## src/rtl/clock_pkg.sv

```systemverilog
// rtl/clock_pkg.sv - mode encoding, field widths and limits for the clock time controller
package clock_pkg;

    typedef enum logic [1:0] {
        MODE_RUN      = 2'd0,
        MODE_SET_HOUR = 2'd1,
        MODE_SET_MIN  = 2'd2
    } mode_e;

    localparam int SEC_W  = 6;
    localparam int MIN_W  = 6;
    localparam int HOUR_W = 4;

    localparam int SEC_MAX  = 59;
    localparam int MIN_MAX  = 59;
    localparam int HOUR_MAX = 11;

endpackage

```

## src/rtl/mod_counter.sv

```systemverilog
// rtl/mod_counter.sv - wrap-around counter 0..MAX with combinational carry-out
module mod_counter #(
    parameter int MAX   = 59,
    parameter int WIDTH = 6
) (
    input  logic             clk,
    input  logic             reset,
    input  logic             enable,
    input  logic             increment,
    input  logic             clear,
    output logic [WIDTH-1:0] value,
    output logic             carry
);

    localparam logic [WIDTH-1:0] MAX_V = WIDTH'(MAX);

    // Carry reflects the increment request only; callers qualify it by mode.
    assign carry = increment && (value == MAX_V);

    always_ff @(posedge clk) begin
        if (reset || clear) begin
            value <= '0;
        end else if (enable && increment) begin
            value <= (value == MAX_V) ? '0 : value + WIDTH'(1);
        end
    end

endmodule

```

## src/rtl/clock_time_controller.sv

```systemverilog
// rtl/clock_time_controller.sv - hh:mm:ss AM/PM timekeeping with button-driven time-set modes
module clock_time_controller
    import clock_pkg::*;
#(
    parameter int BLINK_TICKS = 1
) (
    input  logic              clockIn,
    input  logic              reset,
    input  logic              tick_1hz,
    input  logic              btn_mode,
    input  logic              btn_inc,
    output logic [SEC_W-1:0]  sec,
    output logic [MIN_W-1:0]  min,
    output logic [HOUR_W-1:0] hour,
    output logic              pm,
    output logic [1:0]        mode,
    output logic              blink
);

    localparam int CNT_W = (BLINK_TICKS > 1) ? $clog2(BLINK_TICKS) : 1;
    localparam logic [CNT_W-1:0] BLINK_LAST = CNT_W'(BLINK_TICKS - 1);

    mode_e            state_q, state_d;
    logic [CNT_W-1:0] blink_cnt_q, blink_cnt_d;
    logic             blink_d;

    logic in_run, in_set_hour, in_set_min, inc_ok;
    logic sec_carry, min_carry, hour_carry;
    logic min_inc, hour_inc, sec_clear;

    assign in_run      = (state_q == MODE_RUN);
    assign in_set_hour = (state_q == MODE_SET_HOUR);
    assign in_set_min  = (state_q == MODE_SET_MIN);

    // A mode press in the same cycle swallows the increment.
    assign inc_ok = btn_inc && !btn_mode;

    assign min_inc   = (in_run && sec_carry) || (in_set_min && inc_ok);
    assign hour_inc  = (in_run && sec_carry && min_carry) || (in_set_hour && inc_ok);
    assign sec_clear = in_set_min && btn_mode;

    mod_counter #(.MAX(SEC_MAX), .WIDTH(SEC_W)) u_sec (
        .clk       (clockIn),
        .reset     (reset),
        .enable    (in_run),
        .increment (tick_1hz),
        .clear     (sec_clear),
        .value     (sec),
        .carry     (sec_carry)
    );

    mod_counter #(.MAX(MIN_MAX), .WIDTH(MIN_W)) u_min (
        .clk       (clockIn),
        .reset     (reset),
        .enable    (1'b1),
        .increment (min_inc),
        .clear     (1'b0),
        .value     (min),
        .carry     (min_carry)
    );

    mod_counter #(.MAX(HOUR_MAX), .WIDTH(HOUR_W)) u_hour (
        .clk       (clockIn),
        .reset     (reset),
        .enable    (1'b1),
        .increment (hour_inc),
        .clear     (1'b0),
        .value     (hour),
        .carry     (hour_carry)
    );

    // Any 11->0 hour wrap, from the run chain or from SET_HOUR, flips AM/PM.
    always_ff @(posedge clockIn) begin
        if (reset) begin
            pm <= 1'b0;
        end else if (hour_carry) begin
            pm <= ~pm;
        end
    end

    always_ff @(posedge clockIn) begin
        if (reset) begin
            state_q     <= MODE_RUN;
            blink       <= 1'b0;
            blink_cnt_q <= '0;
        end else begin
            state_q     <= state_d;
            blink       <= blink_d;
            blink_cnt_q <= blink_cnt_d;
        end
    end

    always_comb begin
        state_d     = state_q;
        blink_d     = blink;
        blink_cnt_d = blink_cnt_q;

        case (state_q)
            MODE_RUN:      if (btn_mode) state_d = MODE_SET_HOUR;
            MODE_SET_HOUR: if (btn_mode) state_d = MODE_SET_MIN;
            MODE_SET_MIN:  if (btn_mode) state_d = MODE_RUN;
            default:       state_d = MODE_RUN;
        endcase

        if (state_d != state_q) begin
            blink_d     = (state_d != MODE_RUN);
            blink_cnt_d = '0;
        end else if (!in_run && tick_1hz) begin
            if (blink_cnt_q == BLINK_LAST) begin
                blink_d     = ~blink;
                blink_cnt_d = '0;
            end else begin
                blink_cnt_d = blink_cnt_q + CNT_W'(1);
            end
        end
    end

    assign mode = state_q;

endmodule

```

## config.mk

```make
export PLATFORM = sky130hd
export DESIGN_NAME = clock_time_controller
export DESIGN_NICKNAME = d
export VERILOG_FILES = /design/src/rtl/clock_pkg.sv /design/src/rtl/mod_counter.sv /design/src/rtl/clock_time_controller.sv
export SDC_FILE = /design/constraint.sdc
export NUM_CORES = 1
export LEC_CHECK = 0
export ABC_CLOCK_PERIOD_IN_PS = 1800
export BUFFER_PORTS_ARGS = -buffer_cell sky130_fd_sc_hd__buf_2
export CAP_MARGIN = 30
export CORE_MARGIN = 8
export CORE_UTILIZATION = 35
export DETAILED_ROUTE_END_ITERATION = 7
export HOLD_SLACK_MARGIN = 0.02
export MAX_ROUTING_LAYER = met4
export PLACE_DENSITY = 0.66
export SKIP_LAST_GASP = 1
export SLEW_MARGIN = 25
export SYNTH_ARGS = -nofsm -noshare
export SYNTH_HDL_FRONTEND = slang
export SYNTH_SLANG_ARGS = --single-unit
export TNS_END_PERCENT = 30
```

## constraint.sdc

```tcl
create_clock -name clockIn -period 1.8 [get_ports clockIn]
set_input_delay 0.18 -clock clockIn [delete_from_list [all_inputs] [get_ports clockIn]]
set_output_delay 0.18 -clock clockIn [all_outputs]
set_load 0.1 [all_outputs]
```

# After elaboration in Yosys (flattened, before gate mapping)
# Index checks and enable logic that the tools add are counted.
# op_classes
n_reduce_logical,21
n_addsub,4
bitwise_logic,2
n_mux,11
eq_ne,7
# op_table
operator,count
6-bit by 1-bit adder with 6-bit output (second input constant),2
6-bit == test (second input constant),2
6-bit 2-to-1 mux,2
1-bit logical AND,11
2-bit 2-to-1 mux,3
2-bit one-hot mux with 3 select lines,1
4-bit by 1-bit adder with 4-bit output (second input constant),1
4-bit == test (second input constant),1
1-bit 2-to-1 mux,4
4-bit 2-to-1 mux,1
2-bit nonzero test,2
1-bit logical OR,3
2-bit by 1-bit == test with 1-bit output (second input constant),1
2-bit == test (second input constant),1
1-bit logical NOT,2
2-bit logical NOT,1
2-bit by 1-bit inequality test with 1-bit output (second input constant),1
2-bit inequality test,1
1-bit inverter,2
2-bit AND reduction,1
2-bit OR reduction,1
1-bit adder (second input constant),1
# totals
elab_cells,52
input_bits,5
register_bits,21

# Longest topological paths before layout
# Gate-level depths: netlist of run 1.
# logic_depth
word_depth,8
depth_mapped,6
depth_no_buf,5

# Hierarchy
# A second synthesis of run 1 with hierarchy kept.
# unflattened
cells_unflattened,129
hier_area_um2,1074.8
# by_module_without_submodules
module,cells_per_inst,n_inst,area_each_um2
mod_counter (u_min ...),36,2,306.5
clock_time_controller,33,1,254.0
mod_counter (u_hour),24,1,207.7

# Worst setup path after synthesis of run 1
# No wires, ideal clock.
# synth_path
path_kind,register -> register
from,register u_min.value[0]
to,register pm
path_stages_with_launch,6
n_path_buf,0
required_time_ns,1.677
arrival_ns,2.252
path_slack_ns,-0.576
setup_ns,0.123
synth_period_minus_slack_ns,2.376
cell_sequence,dfxtp_1 > ha_1 > nor2b_1 > nand4_2 > a21oi_2 > mux2_1
# synth_between
elab_chain_len,5
# synth_rtl
item,line_no,text
"start, declared",mod_counter.sv:11,"output logic [WIDTH-1:0] value,"
"start signal, assigned",mod_counter.sv:24,value <= (value == MAX_V) ? '0 : value + WIDTH'(1);
6-bit == test,mod_counter.sv:18,assign carry = increment && (value == MAX_V);
1-bit logical AND,mod_counter.sv:18,
1-bit logical AND,clock_time_controller.sv:39,assign hour_inc = (in_run && sec_carry && min_carry) || (in_set_hour && inc_ok);
1-bit logical OR,clock_time_controller.sv:39,
1-bit logical AND,mod_counter.sv:18,
"end signal, assigned",clock_time_controller.sv:77,pm <= ~pm;
"end, declared",clock_time_controller.sv:15,"output logic pm,"
# No other way between the ends.
# A chain may end at the register's enable or synchronous reset.

# Worst setup path in the final report of run 1
# layout_path
from,register state_q[0] (netlist: mode[0])
to,register u_hour.value[2]
# layout_between
elab_chain_len,6
elab_cells_between_ends,10
cone_classes,eq/ne (2); reduce/logical (8)
# layout_rtl
item,line_no,text
"start, declared",clock_time_controller.sv:23,"mode_e state_q, state_d;"
"start signal, assigned",clock_time_controller.sv:87,state_q <= state_d;
2-bit == test / 2-bit logical NOT (equally long branches),"clock_time_controller.sv:33, clock_time_controller.sv:31",
1-bit logical AND (on tied branches),"clock_time_controller.sv:38, clock_time_controller.sv:39",
1-bit logical OR,clock_time_controller.sv:38,assign min_inc = (in_run && sec_carry) || (in_set_min && inc_ok);
1-bit logical AND,mod_counter.sv:18,
1-bit logical AND,clock_time_controller.sv:39,
1-bit logical OR *,clock_time_controller.sv:39,
"end signal, assigned",mod_counter.sv:24,
"end, declared",mod_counter.sv:11,
# Mark *: on every way between the ends. The rest lies on a longest branch, timed or not.

==> results summary, run 1 <==
The cell sitting at the root of the clock tree is a sky130_fd_sc_hd__clkbuf_4. The number of max-cap violations is 0. In this run, the number of DRC markers left after iteration 0 of detailed routing was 64. The count of yosys warnings during synthesis is 0. Of all nets on the critical path, the largest fanout is 11. The overall overflow remaining after global route came out at 0. CTS built an H-tree with a depth of 1. The xor and xnor area share after synthesis is 0.03955. The worst hold slack across all endpoints is 212.8 ps. The number of fillers in the final layout is 305. The horizontal extent of the die came out at 72.25 um. The fraction of the mapped netlist area in compound gates came out at 0.2045.

The run finished with clean final reports. After synthesis, the cell types taking the most area are sky130_fd_sc_hd__dfxtp_1 (36%), sky130_fd_sc_hd__a21oi_1 (5.0%), sky130_fd_sc_hd__nor2_1 (4.1%), sky130_fd_sc_hd__ha_1 (3.4%), sky130_fd_sc_hd__nand3_1 (2.7%). The maximum VDD drop is 0.4065 mV. Buffers placed on the I/O ports in this run total 24.

The initial antenna violation count is 0. Setup repair after global routing left no endpoint under its margin. The path type of the worst min-delay path is primary input to flop. The number of global-route vias before repair is 926. The start point of the critical path is mode[0]$_SDFF_PP0_.

The final weighted congestion in routability-driven placement came out at 0.8209. The all-layer global routing usage is 0.09845. The share of post-route cells with drive strength above 1 is 0.3630. The synthesized area divided by synthesized cell count is 9.076 um2. The number of hold violations in the final report is 0.

Synthesis instantiated 43 different standard cells from the library. The post-route non-filler standard cell count is 190. The worst setup path is launched from a flop.

By instance count, the leading cell after synthesis is sky130_fd_sc_hd__dfxtp_1. The final count of pins violating max slew came to 0. The global-route met3 utilization is 0.02479. The required time of the critical path came out at 2000 ps. The post-detailed-route wirelength per cell came out at 12.47 um. met2 is the most crowded layer. In the synthesized netlist the async set-or-reset flop fraction comes to 0. In this run the critical register-to-register path is launched from mode[0]$_SDFF_PP0_. The net count after synthesis came out at 130. The type of the worst setup path is flop to flop. The sink count of the clock tree is 20.

The number of flops mapped to enable cells by yosys is 0. The worst hold path begins at btn_mode. The wire length of the first global-routing pass came out at 4.160 mm. STA classifies the critical path endpoint as a flop. TritonCTS built the clock tree.

The number of buffers created by CTS came out at 3. The analysis attributes to cell leakage a power of 0.0005499 uW. The routed design could run at a clock period as short as 1693 ps. After detailed routing, the number of vias per cell comes to 5.163. The post-route standard cell area excluding fillers came out at 1330 um2. For this configuration, the core starts out at a cell density of 0.3657. After technology mapping, the gate count stands at 122. The area fraction in and, or, nand and nor cells after synthesis came out at 0.2768.

The post-synthesis adder-cell area fraction is 0.03390. Detailed placement finished with a half-perimeter wire length of 1.803 mm. At the worst endpoint, the arrival time is 1890 ps. Counting tap cells, the placed design contains a total of 186 instances. Clock skew on the completed layout was measured at 2.235 ps. In this run the tightest slew margin relative to its limit is 0.6717. The quantity of gates resized following cts is 0.

The cell area after placement came out at 1292 um2. The total power divided by cell area came out at 664.5 nW/um2. The floorplan has 20 rows.

The total die area is 5219 um2. The post-synthesis cell type with the largest combined area is sky130_fd_sc_hd__dfxtp_1. The buffer count from post-CTS setup fixing came out at 0. The diode insertion count for antenna repair came out at 0. Measured against the total synthesized area, the mux share comes to 0.03842.

For this run, design rule violations remaining after detail routing come to 0. After clock tree synthesis, the clock-pin slew on the worst setup and hold paths is 120 ps. The die span in y is 72.25 um. Setup violations remaining at the end of the flow were counted as 0. The count of pins on the block boundary came out at 25. The pin count of the biggest net entering global routing came out at 20.

The clock passes through at most 2 buffers. For the pin with the worst max-slew slack, the measured transition is 495.9 ps. The routed wire length is 2.370 mm.

The top-area cell type share of the netlist area came out at 0.3616. The source-to-sink clock delay at the later pin of the worst-skew pair is 300 ps. Counting instances in the post-synthesis netlist gives the leading cell types as sky130_fd_sc_hd__dfxtp_1 (20), sky130_fd_sc_hd__nor2_1 (12), sky130_fd_sc_hd__a21oi_1 (11). The number of synthesized register bits is 20.

The met2 layer usage reported by global route came out at 0.1645. The most used flip-flop cell after synthesis is sky130_fd_sc_hd__dfxtp_1. By area, the combinational part of the netlist is dominated by simple AND/OR/NAND/NOR gates.

Buffers inserted to repair hold after CTS numbered 0. After the last flow step, the layout net total stands at 155. Static timing analysis puts the maximum clock frequency at 590.6 MHz. The first detailed-routing pass took 4 iterations.

The fraction of the yosys area taken by sequential cells is 0.3616. The floorplan step defined a core boundary enclosing 3028 um2. The total number of vias came out at 981. The mapped cell area came out at 1107 um2. In this run the remaining antenna-violating nets after routing total 0. The layout-stage area growth over the synthesis result came out at 20.11%. Dividing the final minimum period by the clock period gives 0.9407. For this run, global-route usage on met1 was measured as 0.1137.
## sequential cells by signal (all words and copies together), names as in the netlist
signal        flops
blink             1
u_sec.value       6
u_min.value       6
u_hour.value      4
mode              2
pm                1
## metal layers
metal	part of all wire	vias to the layer above
met2	0.48	11
met1	0.48	468
met4	0.0055	0
met3	0.032	2
li1	-	500
met5	0	-
## cell families after synthesis
kind of cell | after synthesis
AO/OA/AOI/OAI | 30
adder cells (fa/ha/maj) | 3
multiplexers | 4
flip-flops | 20
buffers and inverters | 9
AND/OR/NAND/NOR | 51
XOR/XNOR | 5
## through the flow
step	worst slack, ps	total power (uW)	util	setup TNS, ps
after detailed placement	99.11	674.4	0.4269	0
after CTS	81.50	895.7	0.4355	0
final	106.8	883.8	0.4393	0
after global placement	133.7	669.1	0.4269	0
after floorplan	-94.02	647.6	-	-186.7
after global routing	32.07	930.0	0.4393	0
## critical path: stages (launching register included)
cell and delay (ps):
sky130_fd_sc_hd__dfxtp_4 420, sky130_fd_sc_hd__inv_2 50, sky130_fd_sc_hd__or4b_1 630, sky130_fd_sc_hd__a21boi_2 180, sky130_fd_sc_hd__mux2_1 320
## cells in the final DEF, fill, tap and decap left out, drive strengths merged, types with 3 or more instances in the layout
master,n
buf,26
dfxtp,20
nor2,12
a21oi,12
nand2,8
nand3,6
o21ai,4
nand3b,4
and3,3
xor2,3
ha,3
clkbuf,3
inv,3
nand4,3
nor2b,3
## cell type report
cell class                 count  area (um2)  share of cell area
clock buffer                   3       22.52             0.01693
clock inverter                 1       3.754            0.002822
inverter                       3       11.26            0.008467
multi-input combinational     93       668.1              0.5024
sequential                    20       434.2              0.3264
tap                           44       55.05             0.04139
timing repair buffer          26       135.1              0.1016
## report_power, final
group	internal (uW)	switching (uW)	leakage [uW]
sequential	454	20.2	0.000171
combinational	45.4	143	0.000363
clock	80.7	140	0.0000154
total	580	303	0.000550
## worst paths after layout
path	endpoint	slack (ps)	cells after the start
min reg2reg	u_min.value[5]$_SDFFE_PP0P_	460	1
max	u_hour.value[2]$_SDFFE_PP0P_	110	4
min	mode[1]$_SDFF_PP0_	210	3
max reg2reg	u_hour.value[2]$_SDFFE_PP0P_	110	4
No activity file was read; power rests on OpenSTA's default activity.
==> run 2, diff against run 1 <==
Settings changed: MAX_ROUTING_LAYER met4 to default.
==> results summary, run 2 (synthesis results as in run 1) <==
Summed over all nets, the switching power comes to 303.8 uW. The total die area is 5219 um2. The clock share of power came out at 0.250. The tightest min-delay check is of the primary input to flop type. Port buffering added 24 buffers. The number of buffers and inverters on the critical path came out at 1. The source-to-sink clock delay at the later pin of the worst-skew pair came out at 300 ps. On the final layout, the worst hold slack is 212.8 ps. Across the run, the number of max-cap violations was 0. The all-layer global routing usage came out at 0.09589. The half-perimeter wire length of the detailed placement result is 1.803 mm. The signal on the critical path passes through inv_2 -> or4b_1 -> a21boi_2 -> mux2_1. The share of post-route cells with drive strength above 1 came out at 0.3630.

The maximum level of the CTS H-tree is 1. For this run, the slowest stage of the critical path takes 630 ps. The worst slew margin relative to its limit is 0.6717.

The layout-stage area growth over the synthesis result is 20.11%. The cell count along the critical path came out at 4. The number of buffers created by CTS is 3. The number of antenna-violating nets in the routed design is 0. The worst hold path terminates at mode[1]$_SDFF_PP0_. The final count of pins violating max slew is 0. STA classifies the critical path startpoint as a flop. The required time of the critical path is 2000 ps.

Summed over all failing endpoints, the final setup total negative slack is 0 ps. The type of the worst setup path is flop to flop. The kind of end point of the critical path is a flop. The core region is 3028 um2. The die span in y came out at 72.25 um. In the finished design, the share of the clock period the worst path needs comes to 0.9407. The horizontal extent of the die came out at 72.25 um. CTS saw 20 sinks. The number of hold violations in the final report is 0. The post-layout net count came out at 155. The run finished with clean final reports. Before CTS, the worst setup slack after placement is 99.11 ps. The worst hold path was traced through 3 stages. The internal power of the cells is 580.4 uW. In the final layout, the registers with the most flip-flops are u_min.value: 6 flops, u_sec.value: 6 flops, u_hour.value: 4 flops. The start of the worst register-to-register path is mode[0]$_SDFF_PP0_.

The switching share of power is 0.3436. The number of design rule violations left after detail routing is 0. The slew at the pin closest to its max-slew limit is 495.9 ps. The part of the power in combinational logic came out at 0.213. The total number of vias came out at 979. The number of hold buffers added after CTS came out at 0. After detailed routing, the total wire length is 2.369 mm. The library cell used most frequently in the layout, excluding fill and tap cells, is sky130_fd_sc_hd__buf_2. The count of pins on the block boundary came out at 25. The buffer count from post-CTS setup fixing came out at 0.

The final count of negative-setup-slack endpoints came out at 0. The arrival time at the worst endpoint came out at 1890 ps. The final worst setup slack came out at 106.8 ps. Along the worst path, the maximum fanout reaches 11. The TritonCTS clock tree is built.

The mean number of vias per cell came out at 5.153. The standby leakage power came out at 0.0005499 uW. The clock-pin transition on the worst setup and hold timing paths came out at 120 ps. Among cell families on the critical path, the largest total delay comes from simple AND/OR/NAND/NOR gates. Clock skew on the completed layout was measured at 1.737 ps.

The register-to-register setup slack came out at 110 ps. The largest individual stage delay along the critical path comes from the cell sky130_fd_sc_hd__or4b_1. The worst register-to-register path ends at u_hour.value[2]$_SDFFE_PP0P_. The detailed router's first-iteration violation count is 64. The number of global-route vias before repair is 927.

The diode insertion count for antenna repair came out at 0. The share of total power dissipated in sequential elements is 0.537. The initial antenna violation count is 0. The final weighted congestion in routability-driven placement is 0.8091. In the layout the commonest cells are sky130_fd_sc_hd__buf_2 (24), sky130_fd_sc_hd__nor2_1 (12), sky130_fd_sc_hd__a21oi_1 (11), sky130_fd_sc_hd__dfxtp_2 (9), sky130_fd_sc_hd__nand2_1 (8). Power spread over the standard cell area amounts to 664.8 nW/um2. The effective utilization at floorplan came out at 0.3657. The smallest clock period supported by the final layout is computed as 1693 ps. The overall overflow remaining after global route came out at 0. The count of TritonRoute iterations in the first routing pass is 4.

Counting the fill cells in the layout gives 305. The initialized floorplan defines 20 standard-cell rows. The quantity of gates resized following cts came out at 0.

The depth of the worst register-to-register path came out at 4. The post-detailed-route wirelength per cell is 12.47 um. Across the VDD grid, the largest voltage drop is 0.4065 mV. The pin count of the biggest net entering global routing is 20. The beginning of the worst hold path is btn_mode.

The maximum achievable frequency came out at 590.6 MHz. The first global-routing pass estimated 4.160 mm of wire. In this run the clock root is driven by a sky130_fd_sc_hd__clkbuf_4. The number of buffers on the longest clock path came out at 2. Setup repair after global routing left no endpoint under its margin.
==> run 2: cell counts in the layout (fill, tap and decap cells not counted) <==
Identical to the previous run, type by type.
==> run 2: worst min-delay path, delay by kind of cell <==
family,cells,cell delay (ps)
buffers and inverters,1,150
AND/OR/NAND/NOR,1,90
AO/OA/AOI/OAI,1,60
==> run 2: how the worst max path moves through the flow <==
stage                           startpoint                      endpoint
6_report                mode[0]$_SDFF_PP0_  u_hour.value[2]$_SDFFE_PP0P_
3_3_place_gp   u_min.value[0]$_SDFFE_PP0P_  u_hour.value[2]$_SDFFE_PP0P_
5_1_grt                 mode[0]$_SDFF_PP0_               pm$_SDFFE_PP0P_
4_1_cts        u_min.value[0]$_SDFFE_PP0P_               pm$_SDFFE_PP0P_
3_5_place_dp   u_min.value[0]$_SDFFE_PP0P_               pm$_SDFFE_PP0P_
2_1_floorplan           mode[0]$_SDFF_PP0_               pm$_SDFFE_PP0P_
==> run 2: per-stage QoR <==
step	instance area, um2	util	std cells	total power [uW]
after floorplan	1141	-	122	647.6
after global placement	1292	0.4269	186	669.1
after detailed placement	1292	0.4269	186	674.4
after CTS	1319	0.4355	190	895.7
after global routing	1330	0.4393	190	930.0
final	1330	0.4393	190	884.3
==> run 2: area by class of cell <==
| class | instances | area, um2 | share of cell area |
|---|---|---|---|
| multi-input cells | 93 | 668.1 | 0.5024 |
| flip-flops and latches | 20 | 434.2 | 0.3264 |
| repair buffers | 26 | 135.1 | 0.1016 |
| well taps | 44 | 55.05 | 0.04139 |
| clock buffers | 3 | 22.52 | 0.01693 |
| inverters | 3 | 11.26 | 0.008467 |
| clock inverters | 1 | 3.754 | 0.002822 |
==> run 2: power by group through the flow <==
stage	registers (uW)	logic, uW	clock network, uW
floorplan	577	70.7	0
global placement	483	186	0
CTS	475	190	231
detailed placement	485	189	0
global route	478	200	252
finish	475	188	221
==> run 2: metal layers <==
layer	wire, um	global-route usage
met2	1142	0.1645
met1	1110	0.1113
met3	102	0.02893
met5	0	0
met4	13	0.02721
==> run 3, diff against run 2 <==
Settings changed: CAP_MARGIN 30 to 20, CORE_ASPECT_RATIO from default to 0.75, CORE_UTILIZATION 35 to 43, PLACE_DENSITY 0.66 to 0.76.
==> results summary, run 3 (synthesis results as in run 1) <==
The run finished with clean final reports. The critical path contains buffers and inverters numbering 0 combined. The detailed router finished its first iteration with 84 violations. The source-to-sink clock delay at the later pin of the worst-skew pair came out at 300 ps.

The worst setup path is launched from a flop. The effective utilization at floorplan is 0.4390. The final count of pins violating max slew came out at 0.

The kind of cell adding the most delay to the critical path is simple AND/OR/NAND/NOR gates. The number of antenna-violating nets in the routed design is 0. The total die area came out at 4472 um2. The count of cells along the worst hold path came out at 3. In this run the tool buffered the top-level ports with 24 buffer cells. The pin count of the biggest net entering global routing is 20. The final layout contains routed wiring with a total length of 2.417 mm. The part of the power in combinational logic came out at 0.204.

The layout-stage area growth over the synthesis result came out at 19.77%. TritonCTS built the clock tree. The cell count along the critical path came out at 5. The internal power of the cells is 623.8 uW. The worst path meets setup with 115.4 ps of slack. The clock arrives with 3.551 ps of skew. The number of buffers on the longest clock path is 2. After detailed routing, the number of vias per cell comes to 5.333. The final weighted congestion in routability-driven placement came out at 0.8692. The die span in y is 59.95 um. The core footprint is 2522 um2.

Setup violations remaining at the end of the flow were counted as 0. The post-detailed-route wirelength per cell came out at 13.21 um. The clock-pin transition on the worst setup and hold timing paths came out at 110 ps.

The quantity of gates resized following cts is 0. The worst-case setup slack after placement came out at 145.9 ps. The maximum VDD drop is 0.4651 mV. Setup repair after global routing left no endpoint under its margin. The number of global-route vias before repair came out at 926.

The initial antenna violation count came out at 0. STA classifies the critical path endpoint as a flop. Data on the critical path arrives at its endpoint at 1880 ps. The post-route clock period utilization is 0.9359. Headroom to the max-slew limit came out at 0.6711.

CTS placed an instance of sky130_fd_sc_hd__clkbuf_4 at the clock tree root. The total number of vias is 976. The library cell used most frequently in the layout, excluding fill and tap cells, is sky130_fd_sc_hd__buf_2. The post-layout net count came out at 156.

The first global-routing pass estimated 4.305 mm of wire. The number of max-cap violations is 0. The delay of the slowest cell on the worst path is 380 ps. Summed over all nets, the half-perimeter wirelength after detailed placement is 1.849 mm. The number of hold violations in the final report is 0.

Traced cell by cell, the critical path runs through ha_1 -> nor2b_1 -> nand4_2 -> a21boi_2 -> mux2_1. The number of design rule violations left after detail routing is 0. Buffers inserted to repair hold after CTS numbered 0.

In the layout the commonest cells are sky130_fd_sc_hd__buf_2 (24), sky130_fd_sc_hd__nor2_1 (12), sky130_fd_sc_hd__a21oi_1 (11), sky130_fd_sc_hd__dfxtp_2 (9), sky130_fd_sc_hd__nand2_1 (8). The sink count of the clock tree is 20. The share of post-route cells with drive strength above 1 is 0.3673. The number of buffers created by CTS is 3. In this run the post-CTS setup repair buffer count came out at 0. The maximum level of the CTS H-tree is 1.

The largest registers in the layout are u_min.value: 6 flops, u_sec.value: 6 flops, u_hour.value: 4 flops. The maximum achievable frequency came out at 593.6 MHz. The slew at the pin closest to its max-slew limit is 496.8 ps. The tightest min-delay check is of the primary input to flop type. The standby leakage power is 0.0005517 uW. The part of the power in registers came out at 0.515. STA puts the critical path data required time at 2000 ps.

The switching share of power came out at 0.3238. Of all nets on the critical path, the largest fanout is 5. The time the final worst path needs with I/O delays and setup came out at 1685 ps. For this run, the detailed router's first-pass iteration total came to 4. The all-layer global routing usage came out at 0.1217. The initialized floorplan defines 16 standard-cell rows.

For this design, the slowest cell found on the critical path is sky130_fd_sc_hd__dfxtp_4. The horizontal extent of the die is 74.60 um. The worst hold slack across all endpoints is 215.3 ps. The switching power came out at 298.7 uW.

The total power divided by cell area came out at 695.6 nW/um2. The clock share of power came out at 0.281. The count of pins on the block boundary came out at 25. The overall overflow remaining after global route came out at 0. The type of the worst setup path is flop to flop. Power comes to 922.5 uW. The diode insertion count for antenna repair is 0. The depth of the worst register-to-register path is 5.
[run 3: cell type report]
| cell class | instances | area (um2) |
|---|---|---|
| clock buffer | 4 | 36.28 |
| tap | 36 | 45.04 |
| fill | 247 | 1196 |
| timing repair buffer | 27 | 142.6 |
| inverter | 3 | 11.26 |
| multi-input combinational | 93 | 656.9 |
| sequential | 20 | 434.2 |
[run 3: metrics by stage]
stage | utilization | setup TNS, ps | instances | area, um2
after floorplan | - | -186.7 | 122 | 1141
after global placement | 0.5114 | 0 | 179 | 1290
after detailed placement | 0.5114 | 0 | 179 | 1290
after CTS | 0.5258 | 0 | 183 | 1326
after global routing | 0.5258 | 0 | 183 | 1326
final | 0.5258 | 0 | 183 | 1326
[run 3: worst paths after layout]
kind                                    start                           end  slack (ps)
setup reg to reg  u_min.value[0]$_SDFFE_PP0P_  u_hour.value[2]$_SDFFE_PP0P_         120
hold / removal                       btn_mode            mode[1]$_SDFF_PP0_         220
setup / recovery  u_min.value[0]$_SDFFE_PP0P_  u_hour.value[2]$_SDFFE_PP0P_         120
hold reg to reg   u_min.value[5]$_SDFFE_PP0P_   u_min.value[5]$_SDFFE_PP0P_         460
[run 3: routing by layer]
layer  vias to the layer above  GRT usage  routed length [um]
li1                        502          -                   -
met2                        28     0.1945                1075
met4                         0    0.02500                   8
met1                       444     0.1551                1170
met3                         2    0.03853                 163
met5                         -          0                   0
[run 3: power by group through the flow]
stage	Combinational (uW)	Clock, uW	Sequential (uW)
5_1_grt	199	287	480
4_1_cts	189	273	476
3_5_place_dp	189	0	486
2_1_floorplan	70.7	0	577
6_report	188	259	475
3_3_place_gp	188	0	483
[run 3: worst reg2reg max path, cell delays in order (launching register included)]
cell and delay [ps]:
sky130_fd_sc_hd__dfxtp_4 380, sky130_fd_sc_hd__ha_1 200, sky130_fd_sc_hd__nor2b_1 260, sky130_fd_sc_hd__nand4_2 220, sky130_fd_sc_hd__a21boi_2 200, sky130_fd_sc_hd__mux2_1 330
